`src/rtl/instr_fetch_unit.sv`:
```
// Fetch stage: drives the ROM word address, registers instruction/PC for decode,
// handles execute redirects and sticky fetch faults. Optional counters: FETCH_PERF_CNT_EN.
//
// state     | meaning
// ----------+-----------------------------------------------
// ST_RUN    | normal fetch, redirect and fault checks active
// ST_FAULT  | terminal after a bad fetch PC, left only by rst
module instr_fetch_unit #(
  parameter int              XLEN      = 32,
  parameter int              ADDR_W    = 8,
  parameter int              ROM_DEPTH = 58,
  parameter logic [XLEN-1:0] RESET_PC  = 32'h0
) (
  input  logic              clk,
  input  logic              rst,
  output logic [ADDR_W-1:0] rom_addr,
  input  logic [XLEN-1:0]   rom_instr,
  output logic              out_valid,
  input  logic              out_ready,
  output logic [XLEN-1:0]   out_instr,
  output logic [XLEN-1:0]   out_pc,
  input  logic              redirect_valid,
  input  logic [XLEN-1:0]   redirect_pc,
`ifdef FETCH_PERF_CNT_EN
  output logic [31:0]       perf_fetched,
  output logic [31:0]       perf_stalled,
  output logic [31:0]       perf_flushed,
`endif
  output logic              fault,
  output logic [XLEN-1:0]   fault_pc
);

  localparam logic [0:0] ST_RUN   = 1'b0;
  localparam logic [0:0] ST_FAULT = 1'b1;

  localparam logic [XLEN-3:0] ROM_LIMIT = (XLEN-2)'(ROM_DEPTH);

  logic [0:0]      state;
  logic [XLEN-1:0] pc;
  logic            misaligned;
  logic            out_of_range;
  logic            fetch_bad;
  logic            running;
  logic            load;

  // High PC bits are dropped here; the range check below keeps them from aliasing.
  assign rom_addr     = pc[ADDR_W+1:2];

  assign misaligned   = (pc[1:0] != 2'b00);
  assign out_of_range = (pc[XLEN-1:2] >= ROM_LIMIT);
  assign fetch_bad    = misaligned || out_of_range;
  assign running      = (state == ST_RUN);
  assign load         = (!out_valid || out_ready) && running && !redirect_valid && !fetch_bad;

  always_ff @(posedge clk or posedge rst) begin
    if (rst) begin
      state     <= ST_RUN;
      pc        <= RESET_PC;
      out_valid <= 1'b0;
      out_instr <= '0;
      out_pc    <= '0;
      fault     <= 1'b0;
      fault_pc  <= '0;
    end else if (running) begin
      if (redirect_valid) begin
        pc        <= redirect_pc;
        out_valid <= 1'b0;
      end else if (fetch_bad) begin
        state     <= ST_FAULT;
        fault     <= 1'b1;
        fault_pc  <= pc;
        out_valid <= 1'b0;
      end else if (load) begin
        out_instr <= rom_instr;
        out_pc    <= pc;
        out_valid <= 1'b1;
        pc        <= pc + XLEN'(4);
      end
    end
  end

`ifdef FETCH_PERF_CNT_EN
  // Counters only advance in RUN, so they freeze once a fault is taken.
  always_ff @(posedge clk or posedge rst) begin
    if (rst) begin
      perf_fetched <= '0;
      perf_stalled <= '0;
      perf_flushed <= '0;
    end else if (running) begin
      if (load)
        perf_fetched <= perf_fetched + 32'd1;
      if (out_valid && !out_ready)
        perf_stalled <= perf_stalled + 32'd1;
      if (redirect_valid && out_valid)
        perf_flushed <= perf_flushed + 32'd1;
    end
  end
`endif

endmodule

```
`config.mk`:
```
export PLATFORM = sky130hd
export DESIGN_NAME = instr_fetch_unit
export DESIGN_NICKNAME = d
export VERILOG_FILES = /design/src/rtl/instr_fetch_unit.sv
export SDC_FILE = /design/constraint.sdc
export NUM_CORES = 1
export LEC_CHECK = 0
export ABC_CLOCK_PERIOD_IN_PS = 4700
export CORE_MARGIN = 2
export CORE_UTILIZATION = 41
export DETAILED_ROUTE_END_ITERATION = 6
export GPL_ROUTABILITY_DRIVEN = 0
export PLACE_DENSITY = 0.75
export SYNTH_ARGS = -nofsm -noshare
export SYNTH_HDL_FRONTEND = slang
export SYNTH_SLANG_ARGS = --single-unit
```
`constraint.sdc`:
```
create_clock -name clk -period 4.7 [get_ports clk]
set_clock_uncertainty 0.15 [all_clocks]
set_input_delay 0.94 -clock clk [delete_from_list [all_inputs] [get_ports clk]]
set_output_delay 0.94 -clock clk [all_outputs]
set_load 0.02 [all_outputs]
```
==> key figures, run 1 <==
Status
  • Outcome: completed

Critical path
  • Critical Path End Type: flop
  • WP buf/inv: 2
  • Critical path depth: 6
  • Crit path max fanout: 58
  • R2R Path Start: pc[23]
  • Startpoint Class: input pin
  • Family with the most delay on the worst path: buffers and inverters
  • CP arrival: roughly 3.3 ns
  • Setup crit start: redirect_valid
  • CP cell instances: clkdlybuf4s50_1 > nor2_1 > o211ai_1 > nor3_4 > buf_12 > mux2_2
  • Worst path required time: a little under 5 ns
  • R2R cell count: 5
  • Crit path kind: input pin to flop
  • CP max-delay cell: clkdlybuf4s50_1
  • CP peak stage delay: 0.63 ns

Min path
  • Hold Crit Depth: 1
  • HP Start: fault
  • Hold WC Path Type: flop to flop

Floorplan
  • Rows: 41
  • Initial core utilization: 0.419
  • I/O pins: 174
  • Chip height: 117 um
  • Core ar.: 12600 um^2
  • Die W: roughly 120 um
  • Die area: between 10000 and 15000 um^2

Power and ir drop
  • Power Total: about 2700 uW
  • P_leak: 0.00363 uW
  • Pwr per Cell Area: 349 nW/um^2
  • Worst-case vdd ir drop: 0.000203 V

Timing
  • Worst setup margin: 1.54 ns
  • Post-route clock period utilization: 0.673
  • Fin crit period: 3.16 ns
  • Slew Viols, Final: 0
  • RSZ-0062 raised after global routing: no
  • Fin. Hold Viols: 0
  • Slew @ Worst Pin: between 0.8 and 0.9 ns
  • Finish-stage setup viols: 0
  • Final setup TNS: 0 ns
  • Maximum clock frequency: 316 MHz
  • Relative slew margins: 0.419

Final layout
  • Layout cells sized above 1: 0.183
  • Seq. cell area: approximately 3300 um^2
  • Multi-input combinational cell area: 1780 um^2
  • Area Growth Syn to Fin: 47.3%
  • Final Util: 0.617
  • Nets: 652
  • Design Area, Final: 7760 um^2
  • Layout fillers: 998
  • Ant. Diodes: 0

Routing
  • Detailed Route Iter0 Violations: 213
  • Detail-routed net length per standard cell: ~16 um
  • DRC errors left: 0
  • Drt via density: 5.01
  • Pre-antenna DRT Iters: 4
  • Vias post-DR: 3844
  • Routed WL: approximately 13000 um
  • Routed Antenna Nets: 0

Clocking
  • Clk root buf: clkbuf_16
  • Clock slew at reported path FFs: 0.06 ns
  • H-tree Lvls: 4
  • Clock sink count: 131
  • Post-CTS Resized: 0
  • Setup Fix Bufs, Post-CTS: 0
  • CTS tree: yes
  • Clk_lat worst skew: roughly 0.41 ns
  • CTS max path bufs: 2
  • Cts hold-fix bufs: 0
  • CTS buffer count: 17

Placement
  • DP Area: 7100 um^2
  • Port Buffer Count: 173
  • Final HPWL DP: 8740 um
  • Pre-CTS setup slack: 1.12 ns

Logic synthesis
  • Area leader, netlist: dfrtp_1
  • Post-synthesis instance total: around 410
  • Largest family of logic cells by synthesized area: multiplexers
  • Share of the synthesized area in the top cell type: 0.622
  • Post-synthesis sequential area ratio: 0.622
  • Xor and xnor area share after synthesis: 0
  • Ys async rst share: 1.00
  • Avg Synthesized Cell Area: ~13 um^2
  • Mux share of post-synthesis cell area: 0.152
  • EDFF count, synth: 0
  • Syn Nets: 481
  • Dominant synthesized flop cell: dfrtp_1
  • FF+latch count, synth: 131
  • Post-synth top cells: dfrtp_1 (131), mux2_2 (67), nand2_1 (62)
  • Library cells used by synthesis: 44
  • Most common cell in the netlist: dfrtp_1
  • Post-synthesis compound-gate area fraction: 0.0480
  • Yosys warns: 0
  • Post-Synth Simple-Gate Area: 0.134
  • Top post-synthesis cells by area: dfrtp_1 (62%), mux2_2 (14%), nand2_1 (4.4%), nor2b_1 (3.2%), buf_4 (1.3%)
  • Synth Area in Adders: 0.00475
  • Synth Cell Area: 5270 um^2

Global routing
  • First-pass GRT wire length: ~21000 um
  • Largest net degree at the start of global routing: 77
  • Total global-route track usage: 0.192
  • Vias in the first global route: 3908
  • Initial antenna violation count: 0
  • Overflow after GRT: 0

Flow run
  • Max-Cap Viols: 0
layer usage:
layer	routed length [um]	vias to the layer above	part of all wire	track usage
li1	-	1760	-	-
met1	5460	1915	0.43	0.241
met2	5960	156	0.48	0.301
met3	971	13	0.077	0.0764
met4	157	0	0.013	0.0708
met5	0	-	0	0
where the power goes:
part	switching [uW]	internal [uW]
Combinational	44.9	62.4
Clock	474	971
Sequential	14.9	1140
metrics by stage:
step           hold slack [ns]  cells
6_report                 0.319    767
5_1_grt                  0.365    767
4_1_cts                  0.321    767
3_5_place_dp             0.303    735
3_3_place_gp             0.302    735
2_1_floorplan            0.314    411
cells in the final DEF (no fill, tap or decap), drive strengths merged, types with 2 or more instances in the layout:
cell type / synthesis / routed
nor4: 8 / 8
o32ai: 2 / 2
nand4: 5 / 5
nand3: 6 / 6
nand2b: 2 / 2
bufinv: 0 / 5
a31oi: 3 / 3
or4: 2 / 2
inv: 8 / 9
o22ai: 3 / 3
mux2: 71 / 71
ha: 2 / 2
a32o: 2 / 2
o211ai: 3 / 3
nor2b: 27 / 27
buf: 17 / 4
a22o: 2 / 2
o21ai: 6 / 6
nor2: 11 / 11
and2: 4 / 4
clkbuf: 8 / 20
nand2: 62 / 62
nor3: 5 / 5
o31ai: 3 / 3
a21oi: 6 / 6
dfrtp: 131 / 131
clkdlybuf4s50: 0 / 173
clkinv: 1 / 6
final cells by class:
type / count / area share
Sequential cell: 131 / 0.422
Timing Repair Buffer: 177 / 0.230
Multi-Input combinational cell: 246 / 0.230
Clock buffer: 20 / 0.0589
Tap cell: 172 / 0.0277
Clock inverter: 12 / 0.0261
Inverter: 9 / 0.00468
logic make-up (layout without fill, tap and decap cells):
kind of cell,count (synthesis),in the layout
and+or+nand+nor,138,138
DFF,131,131
muxes,71,71
AOI/OAI and AO/OA,35,35
buffers and inverters,34,218
adders and majority gates,2,2
worst reg2reg max path: stages (launching register included):
cell and delay [ns]:
dfrtp_1 0.42, nor4_1 0.51, nand3_2 0.31, o31ai_4 0.79, buf_4 0.40, mux2_2 0.38
final timing paths:
path	to	slack (ns)
min	fault	0.32
min reg2reg	fault	0.32
max reg2reg	fault_pc[27]	1.63
max in group asynchronous	pc[28]	2.69
max	out_instr[28]	1.54
min in group asynchronous	out_instr[0]	0.84
sequential cells by signal (all words and copies together) (netlist names):
name and cells:
state 1, out_instr 32, pc 32, fault 1, out_valid 1, out_pc 32
fault_pc 32
Note: power is estimated with default switching activity, not from simulation.
==> run 2: changes to the inputs <==
==> config.mk (replaced) <==
export PLATFORM = sky130hd
export DESIGN_NAME = instr_fetch_unit
export DESIGN_NICKNAME = d
export VERILOG_FILES = /design/src/rtl/instr_fetch_unit.sv
export SDC_FILE = /design/constraint.sdc
export NUM_CORES = 1
export LEC_CHECK = 0
export ABC_CLOCK_PERIOD_IN_PS = 3120
export CORE_MARGIN = 2
export CORE_UTILIZATION = 46
export DETAILED_ROUTE_END_ITERATION = 6
export GPL_ROUTABILITY_DRIVEN = 0
export PLACE_DENSITY = 0.79
export SYNTH_ARGS = -nofsm -noshare
export SYNTH_HDL_FRONTEND = slang
export SYNTH_SLANG_ARGS = --single-unit
==> constraint.sdc (replaced) <==
create_clock -name clk -period 3.12 [get_ports clk]
set_clock_uncertainty 0.15 [all_clocks]
set_input_delay 0.624 -clock clk [delete_from_list [all_inputs] [get_ports clk]]
set_output_delay 0.624 -clock clk [all_outputs]
set_load 0.02 [all_outputs]
==> run 2 against run 1 <==
  * Via count up 1.1%
  * Critical path depth is 1 lower
  * Global-route usage grew 2.2 points
  * Register-to-register slack got worse by 1.2 ns
  * Highest routed layer unchanged
  * Count of clock-buffer cells in the layout rose by 3
  * Sequential power rose by 51%
  * Sequential share of layout area shrank 0.13 points
  * Flip-flop and latch count unchanged
==> key figures, run 2 (synthesis results as in run 1) <==
Floorplan
  • Rows: 39
  • Initial core utilization: 0.465
  • Die area: 12300 um^2
  • Die W: 111 um
  • I/O pins: approximately 170
  • Core ar.: 11300 um^2
  • Chip height: 111 um

Power and ir drop
  • Worst-case vdd ir drop: 0.000336 V
  • Sw power: approximately 800 uW
  • Switching Fraction: 0.195
  • Clock power share: 0.525
  • Internal: 3230 uW
  • Combinational share of power: 0.042
  • P_leak: 0.00366 uW
  • Share of total power in sequential cells: 0.433
  • Pwr per Cell Area: 516 nW/um^2

Clocking
  • Clk root buf: clkbuf_16
  • CTS max path bufs: 2
  • Setup Fix Bufs, Post-CTS: 0
  • CTS buffer count: 17
  • Clock slew at reported path FFs: around 0.05 ns
  • H-tree Lvls: 4
  • Clock sink count: 131
  • Clk_lat worst skew: 0.40 ns
  • Post-CTS Resized: 0
  • Cts hold-fix bufs: 0
  • CTS tree: yes

Global routing
  • First-pass GRT wire length: a little over 20000 um
  • Vias in the first global route: 4032
  • Total global-route track usage: 0.214
  • Met3 global-route usage: 0.0623
  • Met2 usage: 0.349
  • Overflow after GRT: 0
  • GR peak layer: met2
  • Initial antenna violation count: 0
  • Largest net degree at the start of global routing: between 60 and 70
  • GR Util met1: 0.278

Timing
  • Post-route clock period utilization: 0.866
  • Final setup TNS: 0 ns
  • Fin crit period: between 2 and 3 ns
  • Finish-stage setup viols: 0
  • Fin. Hold Viols: 0
  • Maximum clock frequency: 370 MHz
  • Slew Viols, Final: 0
  • RSZ-0062 raised after global routing: no
  • Slew @ Worst Pin: 0.732 ns
  • Relative slew margins: 0.511

Routing
  • Routed WL: 12700 um
  • Routed Antenna Nets: 0
  • Vias post-DR: 3888
  • Drt via density: 5.20
  • DRC errors left: 0
  • Detailed Route Iter0 Violations: 206
  • Detail-routed net length per standard cell: roughly 17 um
  • Pre-antenna DRT Iters: 4

Final layout
  • Area Growth Syn to Fin: 47.7%
  • Design Area, Final: just under 8000 um^2
  • Most common cell after layout, fill and taps aside: clkdlybuf4s50_1
  • Non-Filler Instances: 747
  • Layout fillers: 814
  • Layout cells sized above 1: 0.194
  • Multi-input combinational cell area: 1780 um^2
  • Most frequent cells in the layout: clkdlybuf4s50_1 (173), dfrtp_1 (131), mux2_2 (67)
  • Ant. Diodes: 0
  • Nets: 661
  • Seq. cell area: 3280 um^2

Flow run
  • Max-Cap Viols: 0

Placement
  • Port Buffer Count: between 150 and 200
  • DP Area: 7150 um^2
  • Dpl cells: 715
  • Final HPWL DP: 8970 um

Critical path
  • FF-to-FF setup slack: 0.42 ns
  • Reg2Reg Capture Point: fault_pc[23]
  • Critical Path End Type: flop
  • R2R cell count: 5
  • Startpoint Class: flop
  • Setup crit start: pc[23]
  • CP Capture Point: fault_pc[23]
  • R2R Path Start: pc[23]
  • Crit path max fanout: 10
  • Crit path kind: flop to flop
  • Worst path required time: 3.25 ns
  • CP arrival: approximately 2.8 ns

Min path
  • Hold WC Path Type: flop to flop

Status
  • Outcome: completed
-- run 2: final cells by class --
cell class,count,area share
clock buffers,23,0.0627
flip-flops and latches,131,0.421
multi-input cells,246,0.229
well taps,143,0.0230
clock inverters,9,0.0193
inverters,9,0.00482
repair buffers,186,0.240
-- run 2: through the flow --
step	power (uW)	hold WS, ns	util	worst slack [ns]
after floorplan	1820	0.314	-	0.723
after global placement	1930	0.309	0.631	0.500
after detailed placement	1940	0.316	0.631	0.445
after CTS	4060	0.329	0.688	0.430
after global routing	4170	0.352	0.688	0.212
final	4020	0.326	0.688	0.419
-- run 2: worst min-delay path by stage --
stage	slack [ns]	cells after the start	end	startpoint
after global routing	0.35	1	out_instr[30]	out_instr[30]
after CTS	0.33	1	fault	fault
after global placement	0.31	1	fault	fault
after detailed placement	0.32	1	fault	fault
final	0.33	1	fault	fault
after floorplan	0.31	2	pc[0]	pc[0]
-- run 2: power by group through the flow --
stage                     Combinational (uW)  Clock [uW]  Sequential, uW
after CTS                                172        2150            1740
after global routing                     187        2240            1740
after global placement                   167           0            1770
final                                    169        2110            1740
after floorplan                         59.2           0            1760
after detailed placement                 171           0            1770
-- run 2: metal layers --
| metal | share of wire | routed length [um] |
|---|---|---|
| met2 | 0.51 | 6430 |
| met4 | 0.013 | 168 |
| met1 | 0.42 | 5290 |
| met3 | 0.065 | 826 |
| met5 | 0 | 0 |
-- run 2: worst max-delay path, cell delays in order, from the launching register on --
cell and delay [ns]:
dfrtp_1 0.41, nor4_1 0.51, nand3_2 0.29, o31ai_4 0.58, buf_4 0.29, mux2_2 0.35
